<file path="config.mk">
export PLATFORM = sky130hd
export DESIGN_NAME = satd_block_sched
export DESIGN_NICKNAME = d
export VERILOG_FILES = /design/src/rtl/satd_block_sched.sv
export SDC_FILE = /design/constraint.sdc
export NUM_CORES = 1
export LEC_CHECK = 0
export BUFFER_PORTS_ARGS = -buffer_cell sky130_fd_sc_hd__buf_2
export CAP_MARGIN = 20
export CORE_ASPECT_RATIO = 1.4
export CORE_MARGIN = 1
export CORE_UTILIZATION = 50
export CTS_BUF_LIST = sky130_fd_sc_hd__clkbuf_8
export DETAILED_ROUTE_END_ITERATION = 16
export PLACE_DENSITY = 0.75
export SETUP_SLACK_MARGIN = 0.2
export SLEW_MARGIN = 5
export SYNTH_ARGS = -nofsm -noshare
export SYNTH_HDL_FRONTEND = slang
export SYNTH_SLANG_ARGS = --single-unit
</file>
<file path="constraint.sdc">
create_clock -name clk -period 2.7 [get_ports clk]
set_input_delay 0.27 -clock clk [delete_from_list [all_inputs] [get_ports clk]]
set_output_delay 0.27 -clock clk [all_outputs]
set_load 0.01 [all_outputs]
</file>
<file path="src/rtl/satd_block_sched.sv">
// Block scheduler for the SATD datapath: splits a block into 8x8 passes, launches and fetches each pass, and accumulates the per-pass results.
// Optional macro SATD_SCHED_ROUND_EN selects a rounded half-sum result instead of the raw sum.
module satd_block_sched #(
    parameter int SW       = 16,
    parameter int WAIT_MAX = 31
) (
    input  logic          clk,
    input  logic          reset,
    input  logic          start,
    input  logic          blk16,
    input  logic [SW-1:0] satd_in,
    input  logic          satd_in_valid,
    output logic          dp_start,
    output logic          fetch_en,
    output logic [3:0]    row_addr,
    output logic [3:0]    col_base,
    output logic          busy,
    output logic          done,
    output logic          err,
    output logic [SW+1:0] satd_total
);

    typedef enum logic [2:0] {
        S_IDLE,
        S_LAUNCH,
        S_FETCH,
        S_WAIT,
        S_NEXT,
        S_DONE
    } state_t;

    state_t        state_q, state_d;
    logic          blk16_q, blk16_d;
    logic [SW+1:0] acc_q, acc_d;
    logic [1:0]    sub_idx_q, sub_idx_d;
    logic [2:0]    fcnt_q, fcnt_d;
    logic [4:0]    wait_cnt_q, wait_cnt_d;
    logic          err_q, err_d;
    logic [SW+1:0] satd_total_q, satd_total_d;

    logic          last_pass;
    logic          timeout_hit;
    logic [SW+1:0] final_acc;

    assign last_pass   = blk16_q ? (sub_idx_q == 2'd3) : 1'b1;
    assign timeout_hit = (wait_cnt_q == 5'(WAIT_MAX));

`ifdef SATD_SCHED_ROUND_EN
    // One extra bit keeps the +1 from wrapping before the halving shift.
    logic [SW+2:0] acc_plus_one;
    assign acc_plus_one = {1'b0, acc_q} + {{(SW+2){1'b0}}, 1'b1};
    assign final_acc    = acc_plus_one[SW+2:1];
`else
    assign final_acc = acc_q;
`endif

    always_ff @(posedge clk) begin
        if (reset) begin
            state_q      <= S_IDLE;
            blk16_q      <= 1'b0;
            acc_q        <= '0;
            sub_idx_q    <= '0;
            fcnt_q       <= '0;
            wait_cnt_q   <= '0;
            err_q        <= 1'b0;
            satd_total_q <= '0;
        end else begin
            state_q      <= state_d;
            blk16_q      <= blk16_d;
            acc_q        <= acc_d;
            sub_idx_q    <= sub_idx_d;
            fcnt_q       <= fcnt_d;
            wait_cnt_q   <= wait_cnt_d;
            err_q        <= err_d;
            satd_total_q <= satd_total_d;
        end
    end

    always_comb begin
        state_d = state_q;
        case (state_q)
            S_IDLE:   if (start) state_d = S_LAUNCH;
            S_LAUNCH: state_d = S_FETCH;
            S_FETCH:  if (fcnt_q == 3'd7) state_d = S_WAIT;
            S_WAIT: begin
                if (satd_in_valid)    state_d = S_NEXT;
                else if (timeout_hit) state_d = S_DONE;
            end
            S_NEXT:   state_d = last_pass ? S_DONE : S_LAUNCH;
            S_DONE:   state_d = S_IDLE;
            default:  state_d = S_IDLE;
        endcase
    end

    // Counters free-run only in their own state so each entry starts from zero.
    always_comb begin
        blk16_d      = blk16_q;
        acc_d        = acc_q;
        sub_idx_d    = sub_idx_q;
        err_d        = err_q;
        satd_total_d = satd_total_q;
        fcnt_d       = (state_q == S_FETCH) ? fcnt_q + 3'd1 : 3'd0;
        wait_cnt_d   = (state_q == S_WAIT) ? wait_cnt_q + 5'd1 : 5'd0;
        case (state_q)
            S_IDLE: begin
                if (start) begin
                    blk16_d   = blk16;
                    acc_d     = '0;
                    sub_idx_d = '0;
                    err_d     = 1'b0;
                end
            end
            S_WAIT: begin
                if (satd_in_valid) begin
                    acc_d = acc_q + {2'b00, satd_in};
                end else if (timeout_hit) begin
                    err_d        = 1'b1;
                    satd_total_d = '0;
                end
            end
            S_NEXT: begin
                if (last_pass) satd_total_d = final_acc;
                else           sub_idx_d    = sub_idx_q + 2'd1;
            end
            default: ;
        endcase
    end

    // Sub-block order is row-major over the 2x2 grid of 8x8 tiles.
    always_comb begin
        dp_start   = (state_q == S_LAUNCH);
        fetch_en   = (state_q == S_FETCH);
        busy       = (state_q != S_IDLE);
        done       = (state_q == S_DONE);
        err        = err_q;
        satd_total = satd_total_q;
        row_addr   = 4'd0;
        col_base   = 4'd0;
        if (state_q == S_LAUNCH || state_q == S_FETCH) begin
            row_addr = {sub_idx_q[1], fcnt_q};
            col_base = {sub_idx_q[0], 3'b000};
        end
    end

endmodule

</file>
# Yosys cells after proc, flatten, opt, wreduce, memory -nomap -nowiden
# Index checks and enable logic that the tools add are counted.
# word_totals
reg_bits	51
latch_bits	0
ramBits	0
rom_bits	0
inputBits	21
output_inout_bits	31
wordCells	67
memories	0
# op_classes
addsub	4
n_mul	0
div	0
order_cmp	0
n_eq_ne	16
shift	0
n_mux	23
bitwise	2
n_reduce_logical	14
# ops
op	count
two-way mux 18 bit	5
one-hot mux 18 bit (2 select lines)	2
adder 18 x 16 -> 18 bit	1
two-way mux 3 bit	5
one-hot mux 3 bit (5 select lines)	1
inequality test 2 bit, second input constant	6
== test 3 bit, second input constant	3
AND reduction 3 bit	3
two-way mux 4 bit	2
AND reduction 4 bit	2
== test 3 x 2 -> 1 bit, second input constant	2
nonzero test 2 bit	3
adder 5 x 1 -> 5 bit, second input constant	1
== test 5 bit, second input constant	1
two-way mux 1 bit	4
two-way mux 2 bit	2
one-hot mux 2 bit (2 select lines)	1
OR reduction 2 bit	2
adder 3 x 1 -> 3 bit, second input constant	1
== test 3 x 1 -> 1 bit, second input constant	1
logical NOT 3 bit	1
inequality test 3 bit, second input constant	1
nonzero test 3 bit	1
adder 2 x 1 -> 2 bit, second input constant	1
other kinds (6)	7

# Logic depth before layout (Yosys ltp)
# Gate-level depths: netlist of the first run.
# depth
word_depth	4
ltp_mapped	10
ltp_nobuf	9

# Least setup slack after synthesis of the first run
# OpenSTA, ideal clock, no wires.
# synth_timing
path_kind	register to register
start	register acc_q[0]
end	register acc_q[10]
setup_ns	0.117
arrival_time_ns	1.943
required_time_ns	2.583
path_slack_ns	0.639
path_stages_with_launch	10
n_path_buf	0
period_less_slack_ns	2.061
cell_sequence	dfxtp_1 -> ha_1 -> inv_1 -> fa_1 -> nand2b_1 -> a21oi_1 -> o211ai_2 -> a21boi_1 -> o21ai_0 -> a32o_1
# synth_between
elab_chain_cells	3
# synth_rtl
element	line_no	text
start, declared	34	logic [SW+1:0] acc_q, acc_d;
start signal, assigned	61	acc_q <= '0;
start signal, assigned	70	acc_q <= acc_d;
adder 18 x 16 -> 18 bit	115	acc_d = acc_q + {2'b00, satd_in};
two-way mux 18 bit	114	if (satd_in_valid) begin
one-hot mux 18 bit (2 select lines)	104	case (state_q)
# Every way passes these cells. The select of a mux whose other input is x is not followed.
# A chain may end at the register's enable or synchronous reset.

# Worst setup path after layout of the first run
# Ends and elaborated chain as after synthesis.

==> reports/qor.csv, run 1 <==
stage;metric;value;unit
critical_path;worst path cell trace;ha_1, inv_1, fa_1, nand2b_1, a21oi_1, o211ai_2, a21boi_1, o21ai_0, a32o_1;
synth;most frequent cells after synthesis;dfxtp_1 (51), nand2_1 (39), a21oi_1 (38), nor2_1 (31), nand3_1 (22);
floorplanning;Die H;90.9;um
layout;Filler cells;516;
global_routing;vias in the first global route;2464;
floorplanning;# IOs;52;
clock_network;CTS buffer count;5;
layout;Syn-to-layout area delta;13.9;%
floorplanning;Starting Density;51.5;%
clock_network;Max Root-Sink Buffers;2;
floorplanning;DIE AREA;5950;sq um
critical_path;reg2reg start;acc_q[0]$_SDFFE_PP0P_;
critical_path;Worst Path Arrival;2.59;ns
synth;simple-gate share of the synthesized area;24.2;%
detailed_routing;WL final;6.50;mm
power;Power, Total;0.00151;W
synth;most numerous cell in the Yosys netlist;dfxtp_1;
hold_path;hold path startpoint;blk16;
global_routing;first-pass GRT wire length;10.8;mm
critical_path;crit path kind;register to register;
clock_network;PostCTS Resize Cnt;0;
floorplanning;Die Span X;65.5;um
critical_path;worst r2r dst;acc_q[10]$_SDFFE_PP0P_;
clock_network;Setup Fix Bufs, Post-CTS;0;
detailed_routing;Detail Route Antenna Nets;0;
sta;Hold Vio Cnt, Final;0;
synth;Seq/Total Area, Yosys;36.2;%
critical_path;R2R Setup Slk;0.32;ns
synth;FFs w/ async S/R, synth;0;%
synth;mux cell area share after synthesis;1.06;%
detailed_routing;Wirelength per Cell;14.4;um
synth;Synth area leader;dfxtp_1;
synth;Synth Instances;338;
clock_network;CTS Sinks;51;
sta;Worst Tran Pin Value;0.682;ns
layout;Total Nets Final;427;
global_routing;largest net degree at the start of global routing;38;
placement;I/O Buffers;48;
synth;post-synthesis compound-gate area fraction;20.6;%
synth;Synth top area share;36.2;%
hold_path;Hold Crit Endpoint;blk16_q$_SDFFE_PP0P_;
clock_network;clock slew at reported path FFs;0.09;ns
sta;Final Skew;0.00610;ns
synth;Syn. warnings;0;
synth;post-synthesis adder-cell area fraction;10.0;%
detailed_routing;vias per inst;5.63;
critical_path;Worst Reg-to-Reg Cells;9;
synth;Cell Area, Synth;2820;sq um
clock_network;Clock Latency Late Sink;0.31;ns
power;combinational share of power;14.0;%
power;Psw;0.000399;W
critical_path;Top Family by Delay on Critical Path;compound AO/OA/AOI/OAI gates;
power;Power Density;470;nW/um^2
sta;min Tclk post-route;2.38;ns
critical_path;CP Launch Type;register;
hold_path;worst min path class;primary input to register;
clock_network;H-tree depth;2;
critical_path;Critical Path End Type;register;
layout;# diodes;0;
synth;EDFF count, synth;0;
sta;RSZ-0062 raised after global routing;false;
sta;period utilization;88.1;%
critical_path;Critical Path RT;2.91;ns
placement;Cell Count Post-Placement;445;
sta;worst rel slew slack;54.4;%
global_routing;Overflow after GRT;0;
detailed_routing;DRT Pass-1 Iters;4;
power;Leak Pwr;1.41;nW
status;outcome;finished, final reports clean;
power;Clock power frac;34.4;%
floorplanning;row cnt;32;
global_routing;initial antenna violation count;0;
clock_network;CTS root buf;clkbuf_8;
detailed_routing;vias after detailed routing;2544;
sta;Final Slew Violations;0;
layout;layout cell share with drive strength beyond 1;17.7;%
hold_path;WHS Path Cells;3;
placement;GP Congestion;0.858;
power;Sw Ratio;26.4;%
power;Cell Int Power;0.00111;W
power;IR drop worst, VDD;0.272;mV
synth;main combinational cell family by area after synthesis;simple AND/OR/NAND/NOR gates;
run;number of max-cap violations;0;
synth;Yosys reg bits;51;
synth;Area contributors post-synth;dfxtp_1 (36%), ha_1 (9.3%), a21oi_1 (6.7%);
global_routing;GRT Util Overall;23.3;%
critical_path;Critical Path Fanout Max;5;
synth;Synth Flop Type;dfxtp_1;
power;Flop pwr share;51.6;%
layout;non-filler cells, final;452;
critical_path;WP buf/inv;1;
clock_network;CTS tree;yes;
sta;FMAX;421;MHz
critical_path;CP max-delay cell;fa_1;
sta;Setup TNS Final;0;ns
critical_path;slowest stage delay, CP;0.39;ns
sta;# setup viols final;0;
synth;Yosys cell types;55;
synth;Post-Synth XOR/XNOR Area;3.72;%
detailed_routing;# DRC;0;
synth;synthesized area per cell;8.35;sq um
clock_network;Hold Buf Count CTS;0;
placement;DPL Wire Length;4.76;mm
detailed_routing;First DRT Iteration DRCs;139;
floorplanning;core area;5490;sq um
## power by group through the flow
stage                     sequential (W)  combinational (W)  clock, W
after global placement          0.000796           0.000208         0
after floorplan                 0.000792           0.000153         0
final                           0.000779           0.000212  0.000519
after global routing            0.000782           0.000236  0.000552
after detailed placement        0.000796           0.000212         0
after CTS                       0.000779           0.000213  0.000527
## metal layers
metal / wire [um] / track usage, %
met3: 386 / 5.05
met5: 0 / 0
met1: 2560 / 25.7
met4: 164 / 9.06
met2: 3390 / 41.8
## worst min-delay path: stages
cell and delay (ns):
buf_2 0.08, mux2i_1 0.06, nor2_1 0.07
## layout by cell type, fill, tap and decap left out, types with 2 or more instances in the layout
master / instances
and3_1: 4
o211ai_1: 5
xnor2_1: 9
dfxtp_1: 51
or3_1: 4
o21ai_0: 6
clkbuf_8: 5
a221oi_1: 2
nor3_1: 6
a21o_1: 5
a32o_1: 4
o21ai_1: 3
a22oi_1: 4
mux2i_1: 3
and2_1: 4
a21oi_1: 38
buf_2: 48
buf_4: 4
xor2_1: 3
a22o_1: 4
nand4_1: 4
conb_1: 3
nand2_1: 39
nor2b_1: 7
ha_1: 21
nand3_1: 22
inv_1: 12
nand2b_1: 7
nor2_1: 31
## state kept, by name, indices dropped and copies added, names as in the netlist
name	count
acc_q	18
satd_total	18
wait_cnt_q	5
fcnt_q	3
state_q	3
sub_idx_q	2
blk16_q	1
err	1
## layout make-up
class	instances	area (sq um)	area share (%)
Multi-Input combinational cell	263	1690	52.7
Sequential cell	51	1020	31.8
Timing Repair Buffer	52	270	8.41
Tap cell	68	85.1	2.65
Clock buffer	5	68.8	2.14
Inverter	11	41.3	1.28
Clock inverter	2	33.8	1.05
## stage by stage
stage / util (%) / cell area [sq um] / hold slack (ns) / setup WS (ns)
2_1_floorplan: - / 2830 / 0.417 / 0.639
3_3_place_gp: 56.7 / 3110 / 0.432 / 0.467
3_5_place_dp: 56.7 / 3110 / 0.441 / 0.395
4_1_cts: 58.6 / 3210 / 0.200 / 0.349
5_1_grt: 58.6 / 3210 / 0.264 / 0.200
6_report: 58.6 / 3210 / 0.201 / 0.322
## how the worst max path moves through the flow
stage,start,slack (ns),depth (start not counted),endpoint
after floorplan,acc_q[0]$_SDFFE_PP0P_,0.64,9,acc_q[10]$_SDFFE_PP0P_
after global placement,satd_in[0],0.47,10,acc_q[10]$_SDFFE_PP0P_
after detailed placement,satd_in[0],0.39,10,acc_q[10]$_SDFFE_PP0P_
after CTS,acc_q[0]$_SDFFE_PP0P_,0.35,9,acc_q[10]$_SDFFE_PP0P_
after global routing,acc_q[0]$_SDFFE_PP0P_,0.20,9,acc_q[10]$_SDFFE_PP0P_
final,acc_q[0]$_SDFFE_PP0P_,0.32,9,acc_q[10]$_SDFFE_PP0P_
## logic make-up (layout without fill, tap and decap cells)
logic type	count (synthesis)	count (layout)
fa+ha+maj	22	22
other cells	1	3
xor+xnor	12	12
simple gates	138	138
buf+inv	26	70
compound gates	85	85
mux	3	3
flops	51	51
Power figures use the tool's default switching activity.
==> inputs of run 2 (changes only) <==
Settings changed: CORE_UTILIZATION 50 to 40, PLACE_DENSITY 0.75 to 0.63.
==> reports/qor.csv, run 2 (same netlist as run 1, synthesis figures left out) <==
stage;metric;value;unit;change
floorplanning;core area;6700;sq um;+22%
sta;Final Slew Violations;0;;unchanged
power;Power Density;475;nW/um^2;+1.1%
layout;Total Nets Final;427;;unchanged
layout;most frequent cells in the layout;dfxtp_1 (51), buf_2 (48), nand2_1 (39), a21oi_1 (38), nor2_1 (31);;
detailed_routing;vias per inst;5.31;;-5.7%
detailed_routing;# DRC;0;;unchanged
sta;FMAX;424;MHz;+0.91%
sta;Setup TNS Final;0;ns;unchanged
global_routing;initial antenna violation count;0;;unchanged
hold_path;worst min path class;primary input to register;;
floorplanning;DIE AREA;7400;sq um;+24%
critical_path;reg2reg start;acc_q[0]$_SDFFE_PP0P_;;
sta;min Tclk post-route;2.36;ns;-0.0215 ns
placement;I/O Buffers;48;;unchanged
clock_network;CTS tree;yes;;
global_routing;GRT met1 Usage;22.4;%;-3.3 points
detailed_routing;vias after detailed routing;2533;;-0.43%
clock_network;Clock Latency Late Sink;0.32;ns;about the same
layout;FF/Latch Area;1020;sq um;unchanged
layout;# diodes;0;;unchanged
detailed_routing;Detail Route Antenna Nets;0;;unchanged
sta;period utilization;87.3;%;-0.80 points
layout;most common cell after layout, fill and taps aside;dfxtp_1;;
layout;layout cell share with drive strength beyond 1;18.2;%;+0.47 points
clock_network;Max Root-Sink Buffers;2;;unchanged
critical_path;worst r2r dst;acc_q[10]$_SDFFE_PP0P_;;
power;Leak Pwr;1.41;nW;+0.19%
floorplanning;# IOs;52;;unchanged
layout;Multi-input gate area;1690;sq um;unchanged
global_routing;Overflow after GRT;0;;unchanged
global_routing;largest net degree at the start of global routing;38;;unchanged
floorplanning;Die Span X;73.0;um;+11%
floorplanning;row cnt;35;;+9.4%
global_routing;GRT Util Overall;19.1;%;-4.2 points
clock_network;Setup Fix Bufs, Post-CTS;0;;unchanged
sta;Worst Tran Pin Value;0.691;ns;+0.00864 ns
placement;Cell Count Post-Placement;469;;+5.4%
critical_path;Critical Path RT;2.92;ns;about the same
detailed_routing;WL final;6.62;mm;+2.0%
critical_path;Critical Path End Type;register;;
critical_path;CP Launch Type;register;;
placement;GP Congestion;0.923;;+7.6%
floorplanning;Die H;101;um;+12%
clock_network;H-tree depth;2;;unchanged
layout;Filler cells;679;;+32%
global_routing;GR met2 Demand/Resource;34.7;%;-7.2 points
power;IR drop worst, VDD;0.370;mV;+36%
floorplanning;Starting Density;42.1;%;-9.3 points
detailed_routing;Wirelength per Cell;13.9;um;-3.4%
sta;RSZ-0062 raised after global routing;false;;
sta;Final Skew;0.00973;ns;+0.00363 ns
critical_path;Critical Path Fanout Max;5;;unchanged
clock_network;CTS root buf;clkbuf_8;;
detailed_routing;DRT Pass-1 Iters;4;;unchanged
clock_network;clock slew at reported path FFs;0.10;ns;about the same
sta;worst rel slew slack;53.8;%;-0.58 points
critical_path;crit path kind;register to register;;
critical_path;R2R Setup Slk;0.34;ns;+0.02 ns
sta;# setup viols final;0;;unchanged
run;number of max-cap violations;0;;unchanged
status;outcome;finished, final reports clean;;
layout;non-filler cells, final;477;;+5.5%
layout;Syn-to-layout area delta;15.3;%;
critical_path;Worst Path Arrival;2.57;ns;-0.02 ns
placement;DPL Wire Length;4.90;mm;+2.9%
clock_network;CTS buffer count;5;;unchanged
global_routing;vias in the first global route;2366;;-4.0%
clock_network;CTS Sinks;51;;unchanged
hold_path;Hold Crit Endpoint;blk16_q$_SDFFE_PP0P_;;
sta;Hold Vio Cnt, Final;0;;unchanged
clock_network;PostCTS Resize Cnt;0;;unchanged
global_routing;global routing met3 resource utilization;2.19;%;-2.9 points
hold_path;hold path startpoint;blk16;;
global_routing;first-pass GRT wire length;11.0;mm;+2.4%
hold_path;WHS Path Cells;3;;unchanged
critical_path;Worst Reg-to-Reg Cells;9;;unchanged
detailed_routing;First DRT Iteration DRCs;117;;-16%
global_routing;grt peak-use layer;met2;;
clock_network;Hold Buf Count CTS;0;;unchanged
## run 2: changes by cell type in the layout (fill, tap and decap cells not counted)
| cell | previous run | this run |
|---|---|---|
| inv_1 | 12 | 11 |
| clkinv_2 | 0 | 1 |
| clkinv_4 | 0 | 1 |
## run 2: worst max-delay path, cell delays in order (launching register included)
cell and delay, ns:
dfxtp_1 0.36, ha_1 0.21, inv_1 0.07, fa_1 0.38, nand2b_1 0.19, a21oi_1 0.28, o211ai_2 0.21, a21boi_1 0.20
o21ai_0 0.09, a32o_1 0.26
## run 2: worst max path at each step
stage	from	end	slack, ns	cells past startpoint
after floorplan	acc_q[0]$_SDFFE_PP0P_	acc_q[10]$_SDFFE_PP0P_	0.64	9
after global placement	satd_in[0]	acc_q[10]$_SDFFE_PP0P_	0.45	10
after detailed placement	satd_in[0]	acc_q[16]$_SDFFE_PP0P_	0.36	10
after CTS	acc_q[0]$_SDFFE_PP0P_	acc_q[16]$_SDFFE_PP0P_	0.35	9
after global routing	acc_q[0]$_SDFFE_PP0P_	acc_q[10]$_SDFFE_PP0P_	0.22	9
final	acc_q[0]$_SDFFE_PP0P_	acc_q[10]$_SDFFE_PP0P_	0.34	9
## run 2: metal layers
| metal | wire [um] | part of all wire, % |
|---|---|---|
| met1 | 2880 | 44 |
| met2 | 3430 | 52 |
| met3 | 188 | 2.8 |
| met4 | 119 | 1.8 |
| met5 | 0 | 0 |
## run 2: where the power goes
part | switching (W) | internal (W)
combinational | 0.000135 | 0.0000782
sequential | 0.0000153 | 0.000765
clock | 0.000276 | 0.000276
## run 2: cell type report
cell class,instances,share of cell area [%]
multi-input cells,263,52.1
flip-flops and latches,51,31.4
repair buffers,52,8.30
well taps,92,3.54
clock buffers,5,2.11
clock inverters,3,1.35
inverters,11,1.27
## run 2: through the flow
stage / hold slack [ns] / worst slack (ns) / utilization (%) / cell area (sq um) / total power [W]
2_1_floorplan: 0.417 / 0.639 / - / 2830 / 0.000945
3_3_place_gp: 0.436 / 0.455 / 46.9 / 3140 / 0.00101
3_5_place_dp: 0.439 / 0.361 / 46.9 / 3140 / 0.00101
4_1_cts: 0.193 / 0.348 / 48.6 / 3250 / 0.00155
5_1_grt: 0.218 / 0.216 / 48.6 / 3250 / 0.00161
6_report: 0.181 / 0.343 / 48.6 / 3250 / 0.00155
